--- src/rtl/alu_pkg.sv ---
// Shared definitions for the pipelined ALU: op codes, flag bit positions and flag vector width.
package alu_pkg;

  localparam logic [2:0] OP_ADD = 3'b000;
  localparam logic [2:0] OP_SUB = 3'b001;
  localparam logic [2:0] OP_AND = 3'b010;
  localparam logic [2:0] OP_OR  = 3'b011;
  localparam logic [2:0] OP_XOR = 3'b100;
  localparam logic [2:0] OP_SHL = 3'b101;
  localparam logic [2:0] OP_SHR = 3'b110;
  localparam logic [2:0] OP_CMP = 3'b111;

  // Flag vector layout is {carry, zero, gt, lt, eq}
  localparam int FLAG_EQ    = 0;
  localparam int FLAG_LT    = 1;
  localparam int FLAG_GT    = 2;
  localparam int FLAG_ZERO  = 3;
  localparam int FLAG_CARRY = 4;
  localparam int FLAGS_W    = 5;

endpackage

--- src/rtl/alu_core.sv ---
// Combinational operation and flag evaluation for the pipelined ALU.
// Define ALU_SATURATE_EN to clamp ADD/SUB results instead of wrapping.
module alu_core
  import alu_pkg::*;
#(
  parameter int WIDTH = 20
) (
  input  logic [WIDTH-1:0]   i_a,
  input  logic [WIDTH-1:0]   i_b,
  input  logic [2:0]         i_op,
  output logic [WIDTH-1:0]   o_result,
  output logic [FLAGS_W-1:0] o_flags
);

  localparam int SHAMT_W = $clog2(WIDTH);
  localparam logic [WIDTH:0] SHIFT_LIMIT = (WIDTH+1)'(WIDTH);

  logic [WIDTH:0]       w_sum;
  logic [WIDTH:0]       w_diff;
  logic                 w_shOver;
  logic [SHAMT_W-1:0]   w_shamt;
  logic [WIDTH-1:0]     w_res;
  logic                 w_carry;

  // Top bit of w_diff is the no-borrow indication (i_a >= i_b).
  assign w_sum    = {1'b0, i_a} + {1'b0, i_b};
  assign w_diff   = {1'b0, i_a} + {1'b0, ~i_b} + {{WIDTH{1'b0}}, 1'b1};
  assign w_shOver = ({1'b0, i_b} >= SHIFT_LIMIT);
  assign w_shamt  = i_b[SHAMT_W-1:0];

  always_comb begin
    w_res   = '0;
    w_carry = 1'b0;
    case (i_op)
      OP_ADD: begin
        w_res   = w_sum[WIDTH-1:0];
        w_carry = w_sum[WIDTH];
`ifdef ALU_SATURATE_EN
        if (w_sum[WIDTH]) w_res = '1;
`endif
      end
      OP_SUB: begin
        w_res   = w_diff[WIDTH-1:0];
        w_carry = w_diff[WIDTH];
`ifdef ALU_SATURATE_EN
        if (!w_diff[WIDTH]) w_res = '0;
`endif
      end
      OP_AND: w_res = i_a & i_b;
      OP_OR:  w_res = i_a | i_b;
      OP_XOR: w_res = i_a ^ i_b;
      OP_SHL: w_res = w_shOver ? '0 : (i_a << w_shamt);
      OP_SHR: w_res = w_shOver ? '0 : (i_a >> w_shamt);
      OP_CMP: w_carry = w_diff[WIDTH];
      default: w_res = '0;
    endcase
  end

  assign o_result             = w_res;
  assign o_flags[FLAG_EQ]     = (i_a == i_b);
  assign o_flags[FLAG_LT]     = (i_a < i_b);
  assign o_flags[FLAG_GT]     = (i_a > i_b);
  assign o_flags[FLAG_ZERO]   = (w_res == '0);
  assign o_flags[FLAG_CARRY]  = w_carry;

endmodule

--- src/rtl/pipelined_alu.sv ---
// Two-stage ready/valid ALU: stage 1 holds operands, stage 2 holds result and flags.
// Saturating ADD/SUB is selected by defining ALU_SATURATE_EN (see alu_core).
module pipelined_alu
  import alu_pkg::*;
#(
  parameter int WIDTH = 20
) (
  input  logic               clk,
  input  logic               rst_n,
  input  logic               in_valid,
  output logic               in_ready,
  input  logic [WIDTH-1:0]   in1,
  input  logic [WIDTH-1:0]   in2,
  input  logic [2:0]         op_code,
  output logic               out_valid,
  input  logic               out_ready,
  output logic [WIDTH-1:0]   result,
  output logic [FLAGS_W-1:0] flags
);

  logic               r_s1Valid;
  logic [WIDTH-1:0]   r_s1A;
  logic [WIDTH-1:0]   r_s1B;
  logic [2:0]         r_s1Op;
  logic               r_outValid;
  logic [WIDTH-1:0]   r_result;
  logic [FLAGS_W-1:0] r_flags;

  logic               w_s2Load;
  logic               w_s1Load;
  logic [WIDTH-1:0]   w_coreResult;
  logic [FLAGS_W-1:0] w_coreFlags;

  // Stage 2 frees up when empty or being drained this cycle; stage 1 follows it.
  assign w_s2Load = !r_outValid || out_ready;
  assign w_s1Load = !r_s1Valid || w_s2Load;
  assign in_ready = w_s1Load;

  always_ff @(posedge clk or negedge rst_n) begin
    if (!rst_n) begin
      r_s1Valid <= 1'b0;
      r_s1A     <= '0;
      r_s1B     <= '0;
      r_s1Op    <= '0;
    end else if (w_s1Load) begin
      r_s1Valid <= in_valid;
      if (in_valid) begin
        r_s1A  <= in1;
        r_s1B  <= in2;
        r_s1Op <= op_code;
      end
    end
  end

  alu_core #(.WIDTH(WIDTH)) u_core (
    .i_a      (r_s1A),
    .i_b      (r_s1B),
    .i_op     (r_s1Op),
    .o_result (w_coreResult),
    .o_flags  (w_coreFlags)
  );

  // Result and flags only move when a real beat enters stage 2.
  always_ff @(posedge clk or negedge rst_n) begin
    if (!rst_n) begin
      r_outValid <= 1'b0;
      r_result   <= '0;
      r_flags    <= '0;
    end else if (w_s2Load) begin
      r_outValid <= r_s1Valid;
      if (r_s1Valid) begin
        r_result <= w_coreResult;
        r_flags  <= w_coreFlags;
      end
    end
  end

  assign out_valid = r_outValid;
  assign result    = r_result;
  assign flags     = r_flags;

endmodule

--- config.mk ---
export PLATFORM = sky130hd
export DESIGN_NAME = pipelined_alu
export DESIGN_NICKNAME = d
export VERILOG_FILES = /design/src/rtl/alu_pkg.sv /design/src/rtl/alu_core.sv /design/src/rtl/pipelined_alu.sv
export SDC_FILE = /design/constraint.sdc
export NUM_CORES = 1
export LEC_CHECK = 0
export BUFFER_PORTS_ARGS = -buffer_cell sky130_fd_sc_hd__buf_2
export CORE_MARGIN = 2
export CORE_UTILIZATION = 30
export CTS_CLUSTER_DIAMETER = 120
export CTS_CLUSTER_SIZE = 16
export DETAILED_ROUTE_END_ITERATION = 12
export SYNTH_ARGS = -nofsm -noshare
export SYNTH_HDL_FRONTEND = slang
export SYNTH_SLANG_ARGS = --single-unit
export TNS_END_PERCENT = 5
--- constraint.sdc ---
create_clock -name clk -period 10.7 [get_ports clk]
set_input_delay 2.675 -clock clk [delete_from_list [all_inputs] [get_ports clk]]
set_output_delay 2.675 -clock clk [all_outputs]
set_load 0.05 [all_outputs]
==> results of run 1 <==
-- kinds of logic after synthesis --
logic type | count (synthesis)
buffers and inverters | 141
DFF | 70
and+or+nand+nor | 270
AOI/OAI and AO/OA | 266
muxes | 135
xor gates and xnor gates | 14
adders and majority gates | 71
-- flip-flops by register name, indices dropped and copies added (netlist names) --
signal	count
result	20
r_s1B	20
flags	5
out_valid	1
r_s1A	20
r_s1Op	3
r_s1Valid	1
-- worst max-delay path: stages --
cell,delay [ns]
sky130_fd_sc_hd__buf_2,0.10
sky130_fd_sc_hd__nand3b_1,0.19
sky130_fd_sc_hd__buf_2,0.24
-- layout make-up --
type                            instances  area (um^2)
Clock buffer                           10        239.0
Clock inverter                          6        93.84
Fill cell                            2966        18400
Sequential cell                        70         1757
Multi-Input combinational cell        756         5973
Inverter                               66        247.7
Tap cell                              378        473.0
Timing Repair Buffer                   83        442.9
-- placed cells by master (no fill, tap or decap), types with 5 or more instances in the layout --
cell	Yosys	layout
sky130_fd_sc_hd__nor3b_1	7	7
sky130_fd_sc_hd__a211oi_1	15	15
sky130_fd_sc_hd__o221ai_1	5	5
sky130_fd_sc_hd__nor4_1	7	7
sky130_fd_sc_hd__o211ai_1	14	14
sky130_fd_sc_hd__buf_2	22	72
sky130_fd_sc_hd__a22oi_1	12	12
sky130_fd_sc_hd__mux4_2	20	20
sky130_fd_sc_hd__mux2_2	66	66
sky130_fd_sc_hd__o22ai_1	6	6
sky130_fd_sc_hd__nor2_1	64	64
sky130_fd_sc_hd__nor3_1	26	26
sky130_fd_sc_hd__dfrtp_1	70	66
sky130_fd_sc_hd__a31oi_1	9	9
sky130_fd_sc_hd__clkbuf_16	0	9
sky130_fd_sc_hd__xnor2_1	12	12
sky130_fd_sc_hd__o21ai_0	55	55
sky130_fd_sc_hd__nor2b_1	9	9
sky130_fd_sc_hd__ha_1	69	69
sky130_fd_sc_hd__a21oi_1	64	64
sky130_fd_sc_hd__nand3b_1	5	5
sky130_fd_sc_hd__mux2_4	5	5
sky130_fd_sc_hd__nand3_1	21	21
sky130_fd_sc_hd__nand4_1	7	7
sky130_fd_sc_hd__mux2i_1	42	42
sky130_fd_sc_hd__o21bai_1	5	5
sky130_fd_sc_hd__nand2_1	82	81
sky130_fd_sc_hd__o31ai_1	7	7
sky130_fd_sc_hd__inv_1	62	62
sky130_fd_sc_hd__nand2b_1	11	11
sky130_fd_sc_hd__buf_4	5	11
-- power groups by stage --
stage / combinational (W) / sequential (W) / clock (W)
after floorplan: 0.000695 / 0.000498 / 0
after global placement: 0.00104 / 0.000412 / 0
after detailed placement: 0.00105 / 0.000415 / 0
after CTS: 0.00105 / 0.000410 / 0.000348
after global routing: 0.00114 / 0.000422 / 0.000358
final: 0.00106 / 0.000410 / 0.000340
-- path summary, 6_finish.rpt --
kind	startpoint	end	slack [ns]	cells past startpoint
max	out_ready	in_ready	4.82	3
min	result[17]$_DFFE_PN0P_	result[17]$_DFFE_PN0P_	0.47	2
max reg2reg	r_s1A[10]$_DFFE_PN0P_	flags[3]$_DFFE_PN0P_	6.55	12
min reg2reg	result[17]$_DFFE_PN0P_	result[17]$_DFFE_PN0P_	0.47	2
max in group asynchronous	rst_n	r_s1B[2]$_DFFE_PN0P_	7.58	1
min in group asynchronous	rst_n	flags[0]$_DFFE_PN0P_	2.46	1
-- routing by layer --
metal,track usage (%),up-vias
li1,-,3588
met1,27.60,3792
met2,29.45,331
met3,3.678,67
met4,6.522,0
met5,0,-
-- metrics by stage --
step           instance area [um^2]  hold slack, ns  power (W)
2_1_floorplan                  8366          0.4572   0.001193
3_3_place_gp                   8894          0.4561   0.001450
3_5_place_dp                   8894          0.4649   0.001460
4_1_cts                        9226          0.4778   0.001807
5_1_grt                        9226          0.5018   0.001923
6_report                       9226          0.4700   0.001814
==> impl_metrics.csv, run 1 <==
group,metric,value,unit
logic_synthesis,synth_most_common_cell,"sky130_fd_sc_hd__nand2_1",
placement,pre_cts_slack,4.822,ns
floorplanning,fp-row-count,61,
logic_synthesis,synth_top_area_cell,"sky130_fd_sc_hd__dfrtp_1",
job,max_cap_violations,0,
sta,clock-skew-final,0.009027,ns
logic_synthesis,synthTopCellsByCount,"sky130_fd_sc_hd__nand2_1, sky130_fd_sc_hd__dfrtp_1, sky130_fd_sc_hd__ha_1",
detailed_routing,drt_first_pass_iters,7,
sta,finalHoldViolCount,0,
detailed_routing,first_iter_violations,778,
grt,grt_first_pass_wirelength,43530,um
clocking,clkSlewWorstSetupHoldPaths,0.06,ns
detailed_routing,met3_wirelength,2143,um
clocking,cts-root-buf,"sky130_fd_sc_hd__clkbuf_16",
detailed_routing,drt-vias-per-instance,5.682,
logic_synthesis,synth.lib_cells_used.distinct,96,
logic_synthesis,netlist.area_leader.share,20.94,%
sta,maximum_frequency_from_static_timing_analysis,170.0,MHz
power,combPwrFrac,58.7,%
logic_synthesis,syn_area,8366,um^2
floorplanning,initial_core_util,30.28,%
layout,flow.area_growth_from_synthesis,10.29,%
logic_synthesis,yosys_warnings,0,
logic_synthesis,postSynth.asyncResetShare,100.0,%
layout,layout.nets,1104,
detailed_routing,drc,0,
layout,antennaDiodeCount,0,
power,p_int,0.0009204,W
detailed_routing,antenna_violation_net_count_after_detailed_routing,0,
grt,grt_antenna_before_repair,0,
power,power-per-cell-area,196.6,nW/um^2
clocking,htree_levels,3,
power,power_frac_seq,22.6,%
outcome,outcome,"finished clean",
detailed_routing,route.detailed.wl_per_inst,20.63,um
logic_synthesis,synth_xor_area_share,1.466,%
floorplanning,design.die.area,29240,um^2
logic_synthesis,synth_compound_area_share,22.33,%
detailed_routing,met2WireLength,12170,um
logic_synthesis,synthAdderAreaFrac,10.80,%
logic_synthesis,synth_top_cells_by_area,"sky130_fd_sc_hd__dfrtp_1, sky130_fd_sc_hd__ha_1, sky130_fd_sc_hd__mux2_2",
sta,period_minus_slack,5.884,ns
sta,max_slew_margin,27.32,%
floorplanning,fp.dieH,171.0,um
logic_synthesis,synth_edf_count,0,
worst_setup_path,critPathLaunchType,"input port",
grt,grt_use_total,19.44,%
worst_setup_path,critPathKind,"input port to output pin",
logic_synthesis,mappedNetlistNets,1085,
power,power_switching,0.0008937,W
logic_synthesis,yosys-mux-area-fraction,20.60,%
clocking,worst_skew_pair.late_latency,0.36,ns
worst_setup_path,worstSetupEndpointType,"output pin",
floorplanning,floorplan.die.width,171.0,um
detailed_routing,wl_met1,13000,um
grt,grt_start_max_net_pins,71,
grt,vias_in_the_first_global_route,7371,
detailed_routing,route.top_layer_used,"met4",
clocking,post_cts.resized_instances,0,
power,power.ir.vdd_worst,0.07768,mV
worst_setup_path,worstPathArrival,3.21,ns
logic_synthesis,seq_total_area_yosys,20.94,%
layout,final_cell_count_no_fill,1369,
worst_hold_path,hp-class,"flip-flop to flip-flop",
detailed_routing,vias,7778,
floorplanning,boundaryPins,74,
logic_synthesis,synth_top_family_by_area,"compound AO/OA/AOI/OAI gates",
power,clock_share_of_power,18.7,%
sta,timing.final.ws_setup,4.816,ns
worst_setup_path,critical_path_peak_fanout,3,
worst_setup_path,critical_path_data_required_time,8.03,ns
sta,setup_total_negative_slack,0,ns
sta,final_min_period_over_clock_period,54.99,%
logic_synthesis,synth_seq_cells,70,
clocking,postCtsSetupRepairBufs,0,
logic_synthesis,synth_simple_gate_area_share,16.18,%
logic_synthesis,synthFlopType,"sky130_fd_sc_hd__dfrtp_1",
layout,layout.core_utilization,33.39,%
sta,setup_repair_after_global_routing_missed_its_margin,"no",
floorplanning,placeableCoreArea,27630,um^2
power,static-leakage-power,3.976,nW
sta,drv_slew,0,
logic_synthesis,syn_inst,967,
logic_synthesis,post_synth.cell_area_avg,8.651,um^2
detailed_routing,wl,28240,um
grt,grt.overflow.total,0,
placement,dpl.cell_count,1353,
layout,final_layout_size_suffix_gt1_share,23.92,%
clocking,cts.sinks,70,
clocking,cts-root-to-sink-buffers,2,
placement,globalplace.congestion,0.9572,
clocking,cts_made_buffers,9,
sta,max_slew.worst_pin.slew,1.086,ns
sta,setup_violations,0,
clocking,clock_tree_from_tritoncts,"yes",
clocking,cts.hold.buffers_added,0,
placement,place.port_buffers,73,
placement,dp_hpwl,21250,um
power,power.share.switching,49.26,%
Power figures use the tool's default switching activity.
==> run 2, diff against run 1 <==
clock period = 5.4 ns   (was 10.7 ns; I/O delays follow)
==> run 2 against run 1 <==
  * Die area unchanged
  * Sequential share of layout area about the same
  * Non-clock buffer count up 4
  * Via count down 0.12%
  * Design area about the same
  * Clock skew up 0.0023 ns
  * Global-route usage up 0.94 points
  * Total power up 97%
  * Combinational power up 100%
  * Critical endpoint is now result[19]$_DFFE_PN0P_
  * Largest cell class unchanged
  * Highest routed layer unchanged
==> impl_metrics.csv, run 2 (synthesis results as in run 1) <==
group,metric,value,unit
clocking,clkSlewWorstSetupHoldPaths,0.06,ns
worst_setup_path,critPathKind,"flip-flop to flip-flop",
layout,layout.core_utilization,33.36,%
worst_setup_path,worst_setup_path_startpoint,"r_s1A[4]$_DFFE_PN0P_",
worst_setup_path,worstPathArrival,4.13,ns
placement,place.port_buffers,73,
outcome,outcome,"finished clean",
sta,clock-skew-final,0.01130,ns
sta,finalHoldViolCount,0,
floorplanning,fp-row-count,61,
layout,flow.area_growth_from_synthesis,10.19,%
floorplanning,floorplan.die.width,171.0,um
worst_setup_path,worstReg2RegEnd,"result[19]$_DFFE_PN0P_",
worst_setup_path,critical_path_peak_fanout,13,
clocking,cts.sinks,70,
sta,drv_slew,0,
detailed_routing,vias,7769,
detailed_routing,drt_first_pass_iters,5,
layout,final_cell_mix,"sky130_fd_sc_hd__nand2_1, sky130_fd_sc_hd__buf_2, sky130_fd_sc_hd__ha_1",
worst_setup_path,crit-reg2reg-launch,"r_s1A[4]$_DFFE_PN0P_",
clocking,post_cts.resized_instances,0,
placement,dp_hpwl,22560,um
clocking,clock_tree_from_tritoncts,"yes",
sta,setup_repair_after_global_routing_missed_its_margin,"no",
grt,grt_start_max_net_pins,71,
clocking,htree_levels,3,
grt,grt_use_total,20.38,%
worst_hold_path,whs_path_depth,2,
sta,maximum_frequency_from_static_timing_analysis,256.0,MHz
layout,layout.cells.most_common,"sky130_fd_sc_hd__nand2_1",
worst_setup_path,critPathLaunchType,"flip-flop",
floorplanning,fp.dieH,171.0,um
clocking,cts-root-to-sink-buffers,2,
detailed_routing,antenna_violation_net_count_after_detailed_routing,0,
clocking,postCtsSetupRepairBufs,0,
floorplanning,placeableCoreArea,27630,um^2
detailed_routing,drt-vias-per-instance,5.658,
worst_setup_path,critical_path_data_required_time,5.63,ns
clocking,cts.hold.buffers_added,0,
detailed_routing,drc,0,
sta,setup_violations,0,
worst_hold_path,hp-class,"flip-flop to flip-flop",
worst_setup_path,critical_path.endpoint,"result[19]$_DFFE_PN0P_",
job,max_cap_violations,0,
grt,grt_antenna_before_repair,0,
power,static-leakage-power,3.978,nW
detailed_routing,route.detailed.wl_per_inst,21.61,um
sta,final_min_period_over_clock_period,72.35,%
sta,period_minus_slack,3.907,ns
placement,globalplace.congestion,0.9846,
sta,setup_total_negative_slack,0,ns
floorplanning,boundaryPins,74,
sta,max_slew_margin,27.42,%
power,power.ir.vdd_worst,0.1479,mV
floorplanning,design.die.area,29240,um^2
clocking,worst_skew_pair.late_latency,0.35,ns
grt,grt.overflow.total,0,
worst_setup_path,worstSetupEndpointType,"flip-flop",
layout,final_layout_size_suffix_gt1_share,24.02,%
clocking,cts_made_buffers,9,
floorplanning,initial_core_util,30.28,%
detailed_routing,wl,29670,um
clocking,cts-root-buf,"sky130_fd_sc_hd__clkbuf_16",
grt,grt_first_pass_wirelength,45060,um
power,power-per-cell-area,386.9,nW/um^2
detailed_routing,first_iter_violations,736,
layout,antennaDiodeCount,0,
worst_setup_path,reg2regPathDepth,12,
worst_setup_path,r2r_setup_slack,1.49,ns
layout,final.fill_count,2974,
sta,max_slew.worst_pin.slew,1.085,ns
layout,layout.nets,1108,
grt,vias_in_the_first_global_route,7395,
## run 2: changes by cell type in the layout (fill, tap and decap cells not counted)
cell / delta
sky130_fd_sc_hd__bufinv_16: -1
sky130_fd_sc_hd__buf_4: +4
sky130_fd_sc_hd__clkinv_4: -2
sky130_fd_sc_hd__inv_6: -1
sky130_fd_sc_hd__clkbuf_1: +2
sky130_fd_sc_hd__clkinv_2: +2
## run 2: through the flow
step / instance area, um^2 / worst slack (ns) / cells / power, W / hold WS (ns)
finish: 9218 / 1.493 / 1373 / 0.003567 / 0.4710
global route: 9218 / 1.202 / 1373 / 0.003784 / 0.5156
CTS: 9218 / 1.605 / 1373 / 0.003555 / 0.4794
detailed placement: 8924 / 1.640 / 1357 / 0.002929 / 0.4664
global placement: 8924 / 1.574 / 1357 / 0.002921 / 0.4551
floorplan: 8366 / 2.017 / 967 / 0.002363 / 0.4572
## run 2: worst max-delay path, cell delays in order, from the launching register on
cell	delay, ns
sky130_fd_sc_hd__dfrtp_1	0.60
sky130_fd_sc_hd__inv_1	0.20
sky130_fd_sc_hd__ha_1	0.55
sky130_fd_sc_hd__nor2_2	0.15
sky130_fd_sc_hd__a211oi_4	0.33
sky130_fd_sc_hd__a21oi_2	0.13
sky130_fd_sc_hd__o41ai_2	0.47
sky130_fd_sc_hd__o31ai_1	0.17
sky130_fd_sc_hd__a211oi_2	0.36
sky130_fd_sc_hd__o221ai_1	0.16
sky130_fd_sc_hd__o2bb2ai_1	0.19
sky130_fd_sc_hd__o221ai_2	0.14
sky130_fd_sc_hd__mux2_1	0.32
## run 2: worst min-delay path by stage
stage,start,end,slack (ns)
4_1_cts,result[5]$_DFFE_PN0P_,result[5]$_DFFE_PN0P_,0.48
3_5_place_dp,result[3]$_DFFE_PN0P_,result[3]$_DFFE_PN0P_,0.47
5_1_grt,result[0]$_DFFE_PN0P_,result[0]$_DFFE_PN0P_,0.52
6_report,result[3]$_DFFE_PN0P_,result[3]$_DFFE_PN0P_,0.47
3_3_place_gp,result[3]$_DFFE_PN0P_,result[3]$_DFFE_PN0P_,0.46
2_1_floorplan,r_s1Valid$_DFFE_PN0N_,out_valid$_DFFE_PN0P_,0.46
## run 2: power by group
group          leakage [nW]  total, W  internal, W  switching, W
registers             0.838  0.000816     0.000640      0.000176
logic                  3.00   0.00214     0.000770       0.00137
clock network         0.143  0.000611     0.000369      0.000242
## run 2: area by class of cell
cell class | instances | area, um^2 | share of cell area, %
clock inverter | 4 | 47.55 | 0.5158
clock buffer | 12 | 246.5 | 2.674
sequential | 70 | 1757 | 19.06
multi-input combinational | 756 | 5973 | 64.80
tap | 378 | 473.0 | 5.131
inverter | 66 | 247.7 | 2.688
timing repair buffer | 87 | 473.0 | 5.131
## run 2: routing by layer
| metal | track usage (%) | vias to the layer above | share of wire, % |
|---|---|---|---|
| met5 | 0 | - | 0 |
| met4 | 5.711 | 0 | 2.4 |
| met3 | 3.539 | 46 | 7.0 |
| met2 | 32.45 | 346 | 45 |
| met1 | 28.28 | 3788 | 45 |
| li1 | - | 3589 | - |
